**config.mk**
```make
export PLATFORM = sky130hd
export DESIGN_NAME = recovery_sequencer_flat
export DESIGN_NICKNAME = d
export VERILOG_FILES = /design/src/rtl/recovery_sequencer_pkg.sv /design/src/rtl/recovery_sequencer_if.sv /design/src/rtl/recovery_sequencer_store_drain_counter.sv /design/src/rtl/recovery_sequencer.sv /design/src/flat_wrapper.sv
export SDC_FILE = /design/constraint.sdc
export NUM_CORES = 1
export LEC_CHECK = 0
export ABC_CLOCK_PERIOD_IN_PS = 2900
export BUFFER_PORTS_ARGS = -buffer_cell sky130_fd_sc_hd__buf_4
export CORE_UTILIZATION = 44
export CTS_CLUSTER_DIAMETER = 80
export DETAILED_ROUTE_END_ITERATION = 10
export PLACE_DENSITY = 0.81
export SETUP_SLACK_MARGIN = 0.15
export SYNTH_ARGS = -nofsm -noshare
export SYNTH_HDL_FRONTEND = slang
export SYNTH_SLANG_ARGS = --single-unit
export TNS_END_PERCENT = 30
```
**constraint.sdc**
```tcl
create_clock -name clock -period 2.9 [get_ports clock]
set_clock_uncertainty 0.15 [all_clocks]
set_input_delay 0.58 -clock clock [delete_from_list [all_inputs] [get_ports clock]]
set_output_delay 0.58 -clock clock [all_outputs]
set_load 0.03 [all_outputs]
```
**src/rtl/recovery_sequencer_pkg.sv**
```systemverilog
// recovery_sequencer_pkg: shared widths, defaults and state encoding for the recovery sequencer
`ifndef XLEN
`define XLEN 32
`endif
`ifndef N_WAY
`define N_WAY 4
`endif
package recovery_sequencer_pkg;
  localparam int XLEN = `XLEN;
  localparam int N_WAY = `N_WAY;
  localparam int SR_W = $clog2(N_WAY) + 1;
  localparam int DEF_MAX_OUT_STORES = 16;
  typedef enum logic [2:0] {
    S_IDLE       = 3'd0,
    S_FLUSH      = 3'd1,
    S_DRAIN      = 3'd2,
    S_REDIRECT   = 3'd3,
    S_HALT_DRAIN = 3'd4,
    S_HALTED     = 3'd5
  } recov_state_e;
endpackage

```
**src/rtl/recovery_sequencer_if.sv**
```systemverilog
// recovery_sequencer_if: retire-side inputs and recovery outputs between ROB, store queue and fetch
interface recovery_sequencer_if;
  import recovery_sequencer_pkg::*;
  logic            branch_haz;
  logic [XLEN-1:0] br_target_pc;
  logic            retire_halt;
  logic [SR_W-1:0] store_num_ret;
  logic            store_done;
  logic            fetch_ack;
  logic            flush;
  logic            stall_dispatch;
  logic            redirect_valid;
  logic [XLEN-1:0] redirect_pc;
  logic            cpu_halted;
  logic            store_err;
  logic [2:0]      state_dbg;
`ifdef RECOVERY_PERF_CNT_EN
  logic [31:0]     recovery_count;
  logic [31:0]     stall_cycles;
`endif
  modport master (
    output branch_haz, br_target_pc, retire_halt, store_num_ret, store_done, fetch_ack,
    input
`ifdef RECOVERY_PERF_CNT_EN
    recovery_count, stall_cycles,
`endif
    flush, stall_dispatch, redirect_valid, redirect_pc, cpu_halted, store_err, state_dbg
  );
  modport slave (
    input branch_haz, br_target_pc, retire_halt, store_num_ret, store_done, fetch_ack,
    output
`ifdef RECOVERY_PERF_CNT_EN
    recovery_count, stall_cycles,
`endif
    flush, stall_dispatch, redirect_valid, redirect_pc, cpu_halted, store_err, state_dbg
  );
endinterface

```
**src/rtl/recovery_sequencer_store_drain_counter.sv**
```systemverilog
// store_drain_counter: saturating count of retired-but-unwritten stores with sticky range error
module store_drain_counter
  import recovery_sequencer_pkg::*;
#(
  parameter int MAX = DEF_MAX_OUT_STORES,
  localparam int W = $clog2(MAX) + 1,
  localparam int AW = W + SR_W
) (
  input  logic            clock,
  input  logic            reset,
  input  logic [SR_W-1:0] inc_i,
  input  logic            dec_i,
  output logic [W-1:0]    cnt_next_o,
  output logic            err_o
);
  logic [W-1:0]  cnt_q, cnt_d;
  logic          err_q, err_d;
  logic [AW-1:0] sum, diff;
  // An underflow wraps diff to all-ones, so one range test flags both error kinds
  always_comb begin
    sum = AW'(cnt_q) + AW'(inc_i);
    diff = sum - AW'(dec_i);
    cnt_d = (diff > AW'(MAX)) ? ((sum == '0) ? '0 : W'(MAX)) : diff[W-1:0];
    err_d = err_q | (diff > AW'(MAX));
  end
  // Counter and sticky error registers
  always_ff @(posedge clock or negedge reset) begin
    if (!reset) begin
      cnt_q <= '0;
      err_q <= 1'b0;
    end else begin
      cnt_q <= cnt_d;
      err_q <= err_d;
    end
  end
  assign cnt_next_o = cnt_d;
  assign err_o = err_q;
endmodule

```
**src/rtl/recovery_sequencer.sv**
```systemverilog
// recovery_sequencer: flush/drain/redirect and halt sequencing after retire-time events (optional perf counters: RECOVERY_PERF_CNT_EN)
module recovery_sequencer
  import recovery_sequencer_pkg::*;
#(
  parameter int MAX_OUT_STORES = DEF_MAX_OUT_STORES
) (
  input logic clock,
  input logic reset,
  recovery_sequencer_if.slave bus
);
  localparam int CNT_W = $clog2(MAX_OUT_STORES) + 1;
  recov_state_e    state_q, state_d;
  logic [XLEN-1:0] pc_q, pc_d;
  logic [CNT_W-1:0] cnt_next;
  logic            err;
  store_drain_counter #(.MAX(MAX_OUT_STORES)) u_cnt (
    .clock     (clock),
    .reset     (reset),
    .inc_i     (bus.store_num_ret),
    .dec_i     (bus.store_done),
    .cnt_next_o(cnt_next),
    .err_o     (err)
  );
  // State and redirect target registers
  always_ff @(posedge clock or negedge reset) begin
    if (!reset) begin
      state_q <= S_IDLE;
      pc_q <= '0;
    end else begin
      state_q <= state_d;
      pc_q <= pc_d;
    end
  end
  // Next state: halt beats a same-cycle branch because it is the older instruction
  always_comb begin
    state_d = state_q;
    pc_d = pc_q;
    case (state_q)
      S_IDLE: begin
        state_d = bus.retire_halt ? S_HALT_DRAIN : bus.branch_haz ? S_FLUSH : S_IDLE;
        pc_d = (bus.branch_haz && !bus.retire_halt) ? bus.br_target_pc : pc_q;
      end
      S_FLUSH:      state_d = S_DRAIN;
      S_DRAIN:      state_d = (cnt_next == '0) ? S_REDIRECT : S_DRAIN;
      S_REDIRECT:   state_d = bus.fetch_ack ? S_IDLE : S_REDIRECT;
      S_HALT_DRAIN: state_d = (cnt_next == '0) ? S_HALTED : S_HALT_DRAIN;
      S_HALTED:     state_d = S_HALTED;
      default:      state_d = S_IDLE;
    endcase
  end
  // Outputs decoded from state and registers only
  always_comb begin
    bus.flush = state_q == S_FLUSH;
    bus.stall_dispatch = state_q != S_IDLE;
    bus.redirect_valid = state_q == S_REDIRECT;
    bus.cpu_halted = state_q == S_HALTED;
    bus.redirect_pc = pc_q;
    bus.store_err = err;
    bus.state_dbg = state_q;
  end
`ifdef RECOVERY_PERF_CNT_EN
  logic [31:0] rc_q, rc_d, sc_q, sc_d;
  assign rc_d = (state_q == S_IDLE && state_d == S_FLUSH && ~&rc_q) ? rc_q + 32'd1 : rc_q;
  assign sc_d = (state_q != S_IDLE && ~&sc_q) ? sc_q + 32'd1 : sc_q;
  // Saturating recovery and stall-cycle counters
  always_ff @(posedge clock or negedge reset) begin
    if (!reset) begin
      rc_q <= '0;
      sc_q <= '0;
    end else begin
      rc_q <= rc_d;
      sc_q <= sc_d;
    end
  end
  assign bus.recovery_count = rc_q;
  assign bus.stall_cycles = sc_q;
`endif
endmodule

```
**src/flat_wrapper.sv**
```systemverilog
// flat-port wrapper written by rule: the top's interface ports become plain ports
module recovery_sequencer_flat import recovery_sequencer_pkg::*;
#(
  parameter int MAX_OUT_STORES = DEF_MAX_OUT_STORES
)
  (clock, reset, bus_branch_haz, bus_br_target_pc, bus_retire_halt, bus_store_num_ret, bus_store_done, bus_fetch_ack, bus_flush, bus_stall_dispatch, bus_redirect_valid, bus_redirect_pc, bus_cpu_halted, bus_store_err, bus_state_dbg);
  recovery_sequencer_if bus_i ();
  input logic clock;
  input logic reset;
  input wire logic [$bits(bus_i.branch_haz)-1:0] bus_branch_haz;
  input wire logic [$bits(bus_i.br_target_pc)-1:0] bus_br_target_pc;
  input wire logic [$bits(bus_i.retire_halt)-1:0] bus_retire_halt;
  input wire logic [$bits(bus_i.store_num_ret)-1:0] bus_store_num_ret;
  input wire logic [$bits(bus_i.store_done)-1:0] bus_store_done;
  input wire logic [$bits(bus_i.fetch_ack)-1:0] bus_fetch_ack;
  output wire logic [$bits(bus_i.flush)-1:0] bus_flush;
  output wire logic [$bits(bus_i.stall_dispatch)-1:0] bus_stall_dispatch;
  output wire logic [$bits(bus_i.redirect_valid)-1:0] bus_redirect_valid;
  output wire logic [$bits(bus_i.redirect_pc)-1:0] bus_redirect_pc;
  output wire logic [$bits(bus_i.cpu_halted)-1:0] bus_cpu_halted;
  output wire logic [$bits(bus_i.store_err)-1:0] bus_store_err;
  output wire logic [$bits(bus_i.state_dbg)-1:0] bus_state_dbg;
  assign bus_i.branch_haz = bus_branch_haz;
  assign bus_i.br_target_pc = bus_br_target_pc;
  assign bus_i.retire_halt = bus_retire_halt;
  assign bus_i.store_num_ret = bus_store_num_ret;
  assign bus_i.store_done = bus_store_done;
  assign bus_i.fetch_ack = bus_fetch_ack;
  assign bus_flush = bus_i.flush;
  assign bus_stall_dispatch = bus_i.stall_dispatch;
  assign bus_redirect_valid = bus_i.redirect_valid;
  assign bus_redirect_pc = bus_i.redirect_pc;
  assign bus_cpu_halted = bus_i.cpu_halted;
  assign bus_store_err = bus_i.store_err;
  assign bus_state_dbg = bus_i.state_dbg;
  recovery_sequencer #(.MAX_OUT_STORES(MAX_OUT_STORES)) u_core (.clock(clock), .reset(reset), .bus(bus_i));
endmodule
```
==> results.sh, run 1 <==
export IMPL_status="finished clean"
export IMPL_synth_flop_cell="dfrtp_1"
export IMPL_synth_commonest_cells="dfrtp_1, mux2_4, nor2_1"
export IMPL_via_per_inst=5.02
export IMPL_fin_util_pct=62.1
export IMPL_grtUsageMet3_pct=3.19
export IMPL_p_leak_nw=1.50
export IMPL_whs_ns=0.116
export IMPL_nNetsFinal=300
export IMPL_track_usage_pct=18.1
export IMPL_diodes=0
export IMPL_die_height_um=72.3
export IMPL_period_minus_slack_ns=2.66
export IMPL_fin_tns_setup_ns=0
export IMPL_pin_count=81
export IMPL_setup_viol=0
export IMPL_io_buffer_count=80
export IMPL_busiest_layer="met2"
export IMPL_drt_iter0_drc=39
export IMPL_postSynthCellCount=167
export IMPL_num_rows=25
export IMPL_dpl_instance_area_um2=2830
export IMPL_synth_seq_cells=41
export IMPL_synth_distinct_cells=44
export IMPL_first_global_vias=1609
export IMPL_cts_tree="built"
export IMPL_synth_top_area_share_pct=47.2
export IMPL_max_freq_mhz=376
export IMPL_crit_start="u_core.u_cnt.cnt_q[0]"
export IMPL_area_growth_pct=35.7
export IMPL_grt_ovfl_total=0
export IMPL_ant_nets=0
export IMPL_hp_class="in -> async"
export IMPL_routedWlPerCell_um=14.3
export IMPL_worst_pin_slew_ns=0.557
export IMPL_clockRootBuffer="clkbuf_8"
export IMPL_drv_cap=0
export IMPL_worstSkewPairLatency_ns=0.28
export IMPL_end_kind="flop"
export IMPL_yosysMostFrequentCell="dfrtp_1"
export IMPL_first_pass_iters=4
export IMPL_coreArea_um2=4750
export IMPL_powerDensity_nw_per_um2=1030
export IMPL_start_util_pct=45.8
export IMPL_antenna_found_initial=0
export IMPL_yosysSeqAreaShare_pct=47.2
export IMPL_place_congestion=0.829
export IMPL_worstPathRequired_ns=2.91
export IMPL_clock_sinks=41
export IMPL_num_vias=1610
export IMPL_instances_no_fill=321
export IMPL_globalRouteMet1Util_pct=22.6
export IMPL_hold_viol_final=0
export IMPL_rr_endpoint="u_core.bus.state_dbg[0]"
export IMPL_synth_avg_cell_area_um2=13.0
export IMPL_design_area_um2=2950
export IMPL_h_tree_depth=2
export IMPL_start_kind="flop"
export IMPL_drc=0
export IMPL_clk_path_buf_depth=2
export IMPL_final_max_slew_viol_count=0
export IMPL_cts_buffers=5
export IMPL_reg2reg_slack_ns=0.24
export IMPL_syn_nets=214
export IMPL_synth_edf_count=0
export IMPL_fp_dieW_um=72.3
export IMPL_r2r_cells=10
export IMPL_clk_pin_slew_worst_paths_ns=0.07
export IMPL_synth_top_area_cell="dfrtp_1"
export IMPL_drive_above_1_share_pct=57.1
export IMPL_cp_arrival_ns=2.67
export IMPL_grt_util_met2_pct=31.0
export IMPL_endpoint="u_core.bus.state_dbg[0]"
export IMPL_dpl_cell_count=312
export IMPL_final_period_utilization_pct=91.8
export IMPL_dp_final_hpwl_um=3490
export IMPL_synth_area_top_cells="dfrtp_1, mux2_4, ha_1, buf_12, nor2_1"
export IMPL_die_area_um2=5230
export IMPL_yosysWarnings=0
export IMPL_slew_headroom_pct=62.8
export IMPL_cp_max_fo=3
export IMPL_vdd_drop_max_mv=0.356
export IMPL_grt_max_degree=42
export IMPL_reg2reg_from="u_core.u_cnt.cnt_q[0]"
export IMPL_syn_area_um2=2180
export IMPL_finalWirelength_um=4600
export IMPL_rsz0062_at_grt="true"
export IMPL_async_reset_ff_share_pct=100
export IMPL_timing_worst_setup_path_type="reg -> reg"
export IMPL_grt_pass1_wl_um=7300
-- power by group --
| part | internal [W] | switching [W] | total [W] | leakage (nW) |
|---|---|---|---|---|
| registers | 0.000819 | 0.000174 | 0.000993 | 0.498 |
| logic | 0.000806 | 0.000895 | 0.00170 | 0.959 |
| clock network | 0.000167 | 0.000175 | 0.000342 | 0.0450 |
-- cell usage in the layout, fill, tap and decap left out, types with 2 or more instances in the layout --
master    instances
buf_4            89
dfrtp_1          41
mux2_4           29
nand2_1           9
nor2_1            9
clkbuf_8          5
inv_1             4
nor2b_1           4
a21oi_1           4
xor2_1            4
nor3_1            3
o21ai_0           3
mux2_2            3
ha_1              3
a31oi_1           2
a21o_1            2
xnor2_1           2
and2_1            2
o31ai_2           2
nor2_2            2
o31ai_1           2
or3_1             2
clkinv_2          2
-- cell families (layout without fill, tap and decap cells) --
kind of cell / count (synthesis) / in the layout / synth area share (%)
AND/OR/NAND/NOR: 43 / 43 / 10.4
AO/OA/AOI/OAI: 24 / 24 / 8.40
XOR/XNOR: 6 / 6 / 2.42
buffers and inverters: 14 / 101 / 5.81
flip-flops: 41 / 41 / 47.2
multiplexers: 33 / 33 / 22.0
adder cells (fa/ha/maj): 6 / 6 / 3.80
-- stage by stage --
step,worst slack [ns],total power [W]
finish,0.237,0.00304
detailed placement,-0.110,0.00266
floorplan,0.102,0.00208
CTS,0.173,0.00302
global placement,-0.0461,0.00262
global route,0.0961,0.00321
-- registers in the layout, summed over array words and instances (netlist names) --
register,count
u_core.bus.redirect_pc,32
u_core.u_cnt.err_o,1
u_core.bus.state_dbg,3
u_core.u_cnt.cnt_q,5
-- layout make-up --
cell class	instances	area (um^2)
multi-input cells	112	1080
clock buffers	6	72.6
inverters	4	15.0
clock inverters	2	10.0
fillers	407	1800
repair buffers	89	668
flip-flops and latches	41	1030
well taps	67	83.8
-- how the worst min path moves through the flow --
stage                                endpoint  cells past startpoint                from  slack [ns]
floorplan           u_core.bus.redirect_pc[0]                      0               reset        0.13
global placement           u_core.u_cnt.err_o                      1  u_core.u_cnt.err_o        0.31
detailed placement         u_core.u_cnt.err_o                      1  u_core.u_cnt.err_o        0.32
CTS                 u_core.bus.redirect_pc[5]                      1               reset        0.13
global route        u_core.bus.redirect_pc[1]                      1               reset        0.16
finish              u_core.bus.redirect_pc[1]                      1               reset        0.12
-- routing by layer --
metal,wire (um),vias to the layer above,part of all wire [%]
li1,-,765,-
met1,1940,788,42
met2,2340,51,51
met3,236,6,5.1
met4,82,0,1.8
met5,0,-,0
-- worst max-delay path: stages, from the launching register on --
cell and delay [ns]:
dfrtp_1 0.40, ha_4 0.17, fa_2 0.53, inv_1 0.05, ha_2 0.32, nand2_2 0.08
nor4_2 0.25, a31oi_1 0.08, a2bb2oi_2 0.15, a311oi_1 0.25, o31ai_2 0.10
-- repair_timing --
| action | 4_1_cts | 5_1_grt |
|---|---|---|
| buffers inserted | 0 | 1 |
| hold buffers | 0 | 0 |
| endpoints found under the setup margin | 0 | 5 |
| resized for setup | 0 | 8 |
Power figures use the tool's default switching activity.
==> run 2, diff against run 1 <==
--- a/config.mk
+++ b/config.mk
@@ -10,9 +10,10 @@
 export CORE_UTILIZATION = 44
 export CTS_CLUSTER_DIAMETER = 80
 export DETAILED_ROUTE_END_ITERATION = 10
-export PLACE_DENSITY = 0.81
+export PLACE_DENSITY = 0.82
 export SETUP_SLACK_MARGIN = 0.15
 export SYNTH_ARGS = -nofsm -noshare
 export SYNTH_HDL_FRONTEND = slang
+export SYNTH_HIERARCHICAL = 1
 export SYNTH_SLANG_ARGS = --single-unit
 export TNS_END_PERCENT = 30
==> results.sh, run 2 <==
export IMPL_io_buffer_count=80
export IMPL_route_met3_wl_um=261
export IMPL_synth_flop_cell="dfrtp_1"
export IMPL_area_growth_pct=38.4
export IMPL_largest_reg_flops=32
export IMPL_cts_tree="built"
export IMPL_setup_viol=0
export IMPL_drt_iter0_drc=45
export IMPL_antenna_found_initial=0
export IMPL_dpl_cell_count=289
export IMPL_final_period_utilization_pct=95.1
export IMPL_critical_path_top_delay_family="compound AO/OA/AOI/OAI gates"
export IMPL_cp_slowest_cell="fa_2"
export IMPL_clock_sinks=41
export IMPL_fp_dieW_um=71.1
export IMPL_routedWlPerCell_um=15.6
export IMPL_status="finished clean"
export IMPL_clk_pin_slew_worst_paths_ns=0.07
export IMPL_first_global_vias=1603
export IMPL_die_height_um=71.1
export IMPL_cp_arrival_ns=2.76
export IMPL_place_congestion=0.898
export IMPL_p_switching_w=0.00157
export IMPL_fin_util_pct=65.0
export IMPL_synth_top_area_cell="dfrtp_1"
export IMPL_met2_length_um=2410
export IMPL_cp_max_fo=6
export IMPL_cts_buffers=5
export IMPL_preCtsSetupSlack_ns=-0.150
export IMPL_finalWirelength_um=4640
export IMPL_multi_input_area_um2=1030
export IMPL_num_rows=24
export IMPL_pin_count=81
export IMPL_worst_pin_slew_ns=0.573
export IMPL_power_frac_comb_pct=60.6
export IMPL_diodes=0
export IMPL_timing_worst_setup_path_type="reg -> reg"
export IMPL_instances_no_fill=297
export IMPL_slowest_delay_ns=0.48
export IMPL_dp_final_hpwl_um=3420
export IMPL_design_area_um2=2910
export IMPL_synth_distinct_cells=43
export IMPL_drc=0
export IMPL_vdd_drop_max_mv=0.693
export IMPL_powerDensity_nw_per_um2=1270
export IMPL_switching_share_pct=42.3
export IMPL_die_area_um2=5050
export IMPL_yosysSeqAreaShare_pct=48.8
export IMPL_synth_edf_count=0
export IMPL_track_usage_pct=19.2
export IMPL_yosysMostFrequentCell="dfrtp_1"
export IMPL_synth_top_area_share_pct=48.8
export IMPL_first_pass_iters=6
export IMPL_slew_headroom_pct=61.8
export IMPL_hold_viol_final=0
export IMPL_synth_area_top_cells="dfrtp_1, mux2_4, ha_1, buf_12, a21oi_1"
export IMPL_worstPathCellList="ha_4, inv_2, fa_2, ha_4, o21ai_1, nor3b_1, o32a_2, a21oi_2, nor3_1, a21oi_1, o21ai_1"
export IMPL_top_layer_used="met4"
export IMPL_hp_class="in -> async"
export IMPL_synth_seq_cells=41
export IMPL_synth_avg_cell_area_um2=13.6
export IMPL_syn_nets=202
export IMPL_grt_max_degree=42
export IMPL_fillers=348
export IMPL_max_freq_mhz=362
export IMPL_ant_nets=0
export IMPL_wl_met1_um=1910
export IMPL_coreArea_um2=4470
export IMPL_crit_buf_inv=1
export IMPL_worstSkewPairLatency_ns=0.29
export IMPL_rsz0062_at_grt="true"
export IMPL_postSynthCellCount=155
export IMPL_period_minus_slack_ns=2.76
export IMPL_drv_cap=0
export IMPL_p_leak_nw=1.49
export IMPL_nNetsFinal=291
export IMPL_syn_area_um2=2100
export IMPL_synth_commonest_cells="dfrtp_1, mux2_4, a21oi_1"
export IMPL_fin_ws_ns=0.141
export IMPL_drive_above_1_share_pct=60.8
export IMPL_p_int_w=0.00214
export IMPL_grt_pass1_wl_um=7400
export IMPL_start_util_pct=47.0
export IMPL_p_seq_share_pct=28.6
export IMPL_worstPathRequired_ns=2.90
export IMPL_clk_path_buf_depth=2
export IMPL_clock_power_share_pct=10.8
export IMPL_p_total_w=0.00370
export IMPL_dpl_instance_area_um2=2800
export IMPL_clockRootBuffer="clkbuf_8"
export IMPL_via_per_inst=5.18
export IMPL_final_max_slew_viol_count=0
export IMPL_start_kind="flop"
export IMPL_final_common_cell="buf_4"
export IMPL_yosysWarnings=6
export IMPL_num_vias=1538
export IMPL_final_cell_mix="buf_4, dfrtp_1, mux2_4"
export IMPL_async_reset_ff_share_pct=100
export IMPL_grt_ovfl_total=0
export IMPL_h_tree_depth=2
export IMPL_end_kind="flop"
export IMPL_seqCellArea_um2=1030
[run 2: cell types whose count changed after synthesis, sizes merged, moves of 3 or more]
cell / delta
nor2: -4
nand2: -6
buf: -3
inv: +3
xor2: -3
o31ai: -4
a21oi: +5
[run 2: layout make-up]
type / instances / share of cell area, %
clock buffers: 7 / 3.31
well taps: 52 / 2.24
flip-flops and latches: 41 / 35.3
clock inverters: 1 / 0.172
repair buffers: 88 / 22.7
inverters: 7 / 0.904
multi-input cells: 101 / 35.4
[run 2: path summary, 6_finish.rpt]
kind | startpoint | endpoint | slack (ns) | depth (start not counted)
setup / recovery | u_core/u_cnt/cnt_q[0] | u_core/bus.state_dbg[0] | 0.14 | 11
hold / removal | reset | u_core/bus.redirect_pc[23] | 0.10 | 1
setup reg to reg | u_core/u_cnt/cnt_q[0] | u_core/bus.state_dbg[0] | 0.14 | 11
hold reg to reg | u_core/u_cnt/err_o | u_core/u_cnt/err_o | 0.34 | 1
max in group asynchronous | reset | u_core/bus.redirect_pc[0] | 2.14 | 1
min in group clock | bus_fetch_ack | u_core/bus.state_dbg[1] | 0.32 | 2
[run 2: logic make-up (layout without fill, tap and decap cells)]
group | Yosys count | after routing | share of synthesized area, %
AOI/OAI and AO/OA | 29 | 29 | 9.41
xor gates and xnor gates | 2 | 2 | 0.834
adders and majority gates | 6 | 6 | 3.93
buffers and inverters | 13 | 103 | 5.42
DFF | 41 | 41 | 48.8
muxes | 33 | 33 | 22.9
and+or+nand+nor | 31 | 31 | 8.70
[run 2: power by group through the flow]
stage          logic [W]  registers (W)  clock network, W
2_1_floorplan    0.00105        0.00149                 0
3_3_place_gp     0.00219        0.00104                 0
3_5_place_dp     0.00224        0.00105                 0
4_1_cts          0.00225        0.00106          0.000416
5_1_grt          0.00237        0.00109          0.000435
6_report         0.00224        0.00106          0.000400
[run 2: metal layers]
metal / GRT usage (%) / vias up
li1: - / 730
met1: 23.3 / 754
met2: 32.9 / 48
met3: 5.70 / 6
met4: 6.00 / 0
met5: 0 / -
[run 2: timing repair]
item | CTS | global route
pin swaps | 2 | 1
setup buffers | 0 | 0
endpoints found under the setup margin | 1 | 1
hold buffers | 0 | 0
resized for setup | 0 | 1
[run 2: worst reg2reg max path: stages (launching register included)]
cell and delay (ns):
dfrtp_1 0.41, ha_4 0.17, inv_2 0.04, fa_2 0.48, ha_4 0.19, o21ai_1 0.19, nor3b_1 0.08, o32a_2 0.43
a21oi_2 0.19, nor3_1 0.07, a21oi_1 0.14, o21ai_1 0.07
[run 2: stage by stage]
step / hold slack (ns) / TNS (ns)
floorplan: 0.134 / 0
detailed placement: 0.328 / -0.150
global route: 0.143 / 0
CTS: 0.116 / 0
global placement: 0.324 / -0.0581
finish: 0.102 / 0
==> run 3, diff against run 2 <==
--- a/config.mk
+++ b/config.mk
@@ -5,12 +5,14 @@
 export SDC_FILE = /design/constraint.sdc
 export NUM_CORES = 1
 export LEC_CHECK = 0
+export ABC_AREA = 1
 export ABC_CLOCK_PERIOD_IN_PS = 2900
 export BUFFER_PORTS_ARGS = -buffer_cell sky130_fd_sc_hd__buf_4
-export CORE_UTILIZATION = 44
+export CORE_UTILIZATION = 43
 export CTS_CLUSTER_DIAMETER = 80
 export DETAILED_ROUTE_END_ITERATION = 10
-export PLACE_DENSITY = 0.82
+export PLACE_DENSITY = 0.81
+export RECOVER_POWER = 25
 export SETUP_SLACK_MARGIN = 0.15
 export SYNTH_ARGS = -nofsm -noshare
 export SYNTH_HDL_FRONTEND = slang
==> results.sh, run 3 <==
export IMPL_period_minus_slack_ns=2.57
export IMPL_grt_ovfl_total=0
export IMPL_synth_top_area_share_pct=51.1
export IMPL_yosysSeqAreaShare_pct=51.1
export IMPL_fin_tns_setup_ns=0
export IMPL_post_cts_buffers=0
export IMPL_first_pass_iters=4
export IMPL_final_max_slew_viol_count=42
export IMPL_io_buffer_count=80
export IMPL_fp_dieW_um=70.3
export IMPL_h_tree_depth=2
export IMPL_p_leak_nw=1.56
export IMPL_pin_count=81
export IMPL_holdPathEnd="u_core/bus.redirect_pc[11]"
export IMPL_whs_ns=0.325
export IMPL_nNetsFinal=374
export IMPL_first_global_vias=1710
export IMPL_track_usage_pct=18.9
export IMPL_end_kind="flop"
export IMPL_drc=0
export IMPL_ant_nets=0
export IMPL_dpl_cell_count=372
export IMPL_final_cell_mix="nand2_1, buf_4, dfrtp_1"
export IMPL_start_kind="input pin"
export IMPL_worstPathCellList="buf_4, ha_1, inv_1, fa_2, ha_1, nand2_1, nand3b_1, a21oi_1, nand2_1, nand2_2, nand2_2, nor2_1, nor3_1, nand3_1, nand2_1"
export IMPL_rsz0062_at_grt="false"
export IMPL_clk_pin_slew_worst_paths_ns=0.08
export IMPL_cp_max_fo=4
export IMPL_violations="max-capacitance violations, max-slew violations"
export IMPL_cp_common_cell="nand2_1"
export IMPL_num_vias=1762
export IMPL_finalWirelength_um=4400
export IMPL_synth_distinct_cells=22
export IMPL_status="finished, violations left"
export IMPL_worst_pin_slew_ns=2.15
export IMPL_yosysWarnings=6
export IMPL_synth_area_top_cells="dfrtp_1, nand2_1, nand3_1, inv_1, buf_6"
export IMPL_hold_viol_final=0
export IMPL_instances_no_fill=380
export IMPL_synth_flop_cell="dfrtp_1"
export IMPL_antenna_found_initial=0
export IMPL_cts_tree="built"
export IMPL_syn_area_um2=2010
export IMPL_via_per_inst=4.64
export IMPL_place_congestion=0.822
export IMPL_worstPathRequired_ns=2.93
export IMPL_r2r_cells=14
export IMPL_largest_reg_flops=32
export IMPL_drv_cap=1
export IMPL_hold_depth=2
export IMPL_syn_nets=293
export IMPL_timing_worst_setup_path_type="in -> reg"
export IMPL_clockRootBuffer="clkbuf_8"
export IMPL_slew_headroom_pct=-43.1
export IMPL_synth_avg_cell_area_um2=8.16
export IMPL_powerDensity_nw_per_um2=1140
export IMPL_cp_arrival_ns=2.60
export IMPL_synth_top_area_cell="dfrtp_1"
export IMPL_synth_seq_cells=41
export IMPL_final_common_cell="nand2_1"
export IMPL_vdd_drop_max_mv=0.695
export IMPL_die_area_um2=4940
export IMPL_dp_final_hpwl_um=3270
export IMPL_async_reset_ff_share_pct=100
export IMPL_synth_edf_count=0
export IMPL_yosysMostFrequentCell="nand2_1"
export IMPL_clock_sinks=41
export IMPL_coreArea_um2=4410
export IMPL_routedWlPerCell_um=11.6
export IMPL_setup_viol=0
export IMPL_diodes=0
export IMPL_min_from="u_core/bus.redirect_pc[11]"
export IMPL_final_period_utilization_pct=88.8
export IMPL_die_height_um=70.3
export IMPL_cp_slowest_cell="fa_2"
export IMPL_max_freq_mhz=388
export IMPL_slowest_delay_ns=0.47
export IMPL_synth_commonest_cells="nand2_1, dfrtp_1, inv_1"
export IMPL_hp_class="reg -> reg"
export IMPL_cts_buffers=5
export IMPL_worstSkewPairLatency_ns=0.29
export IMPL_grt_max_degree=42
export IMPL_rr_endpoint="u_core/bus.state_dbg[0]"
export IMPL_postSynthCellCount=246
export IMPL_drive_above_1_share_pct=31.4
export IMPL_reg2reg_slack_ns=0.35
export IMPL_drt_iter0_drc=56
export IMPL_reg2reg_from="u_core/u_cnt/cnt_q[0]"
export IMPL_area_growth_pct=34.0
export IMPL_start_util_pct=45.5
export IMPL_num_rows=24
export IMPL_clk_path_buf_depth=2
export IMPL_grt_pass1_wl_um=7400
-- run 3: cell type report --
type	instances	area, um^2
flip-flops and latches	41	1030
repair buffers	80	597
well taps	52	65.1
multi-input cells	176	827
inverters	23	88.8
clock inverters	3	17.5
clock buffers	5	68.8
fillers	391	1720
-- run 3: what timing repair did --
item                       in CTS  in global routing
setup endpoints to repair       0                  1
hold buffers                    0                  0
resized for setup               0                  1
-- run 3: cell families after synthesis --
group | after synthesis | synth area share (%)
AO/OA/AOI/OAI | 4 | 1.06
flip-flops | 41 | 51.1
adder cells (fa/ha/maj) | 6 | 4.11
AND/OR/NAND/NOR | 166 | 35.9
buffers and inverters | 29 | 7.79
-- run 3: worst max-delay path: cells and delay by family --
kind,cells,cell delay [ns]
AO/OA/AOI/OAI,1,0.11
adder cells (fa/ha/maj),3,0.99
AND/OR/NAND/NOR,9,0.73
buffers and inverters,2,0.19
-- run 3: power by group --
part           total, W  switching [W]  internal [W]
Combinational   0.00171        0.00110      0.000609
Clock          0.000357       0.000191      0.000166
Sequential      0.00100       0.000174      0.000829
-- run 3: routing by layer --
metal | wire length, um | vias to the layer above | global-route usage (%)
met5 | 0 | - | 0
met1 | 1860 | 791 | 22.9
li1 | - | 913 | -
met2 | 2210 | 55 | 32.4
met4 | 29 | 0 | 4.67
met3 | 289 | 3 | 6.06
-- run 3: how the worst max path moves through the flow --
| stage | endpoint | cells past startpoint | slack, ns | startpoint |
|---|---|---|---|---|
| 2_1_floorplan | u_core/bus.state_dbg[0] | 14 | 0.28 | bus_store_num_ret[0] |
| 3_3_place_gp | u_core/bus.state_dbg[0] | 15 | 0.06 | bus_store_num_ret[0] |
| 3_5_place_dp | u_core/bus.state_dbg[0] | 15 | 0.02 | bus_store_num_ret[0] |
| 4_1_cts | u_core/bus.state_dbg[0] | 15 | 0.32 | bus_store_num_ret[0] |
| 5_1_grt | u_core/u_cnt/cnt_q[3] | 1 | 0.16 | reset |
| 6_report | u_core/bus.state_dbg[0] | 15 | 0.33 | bus_store_num_ret[0] |
-- run 3: stage by stage --
| stage | total power [W] | util [%] | instance area [um^2] | setup slack, ns |
|---|---|---|---|---|
| after global routing | 0.00330 | 60.9 | 2690 | 0.157 |
| after global placement | 0.00267 | 59.0 | 2610 | 0.0637 |
| after floorplan | 0.00214 | - | 2010 | 0.276 |
| after detailed placement | 0.00273 | 59.0 | 2610 | 0.0189 |
| final | 0.00307 | 60.9 | 2690 | 0.325 |
| after CTS | 0.00309 | 61.0 | 2690 | 0.324 |
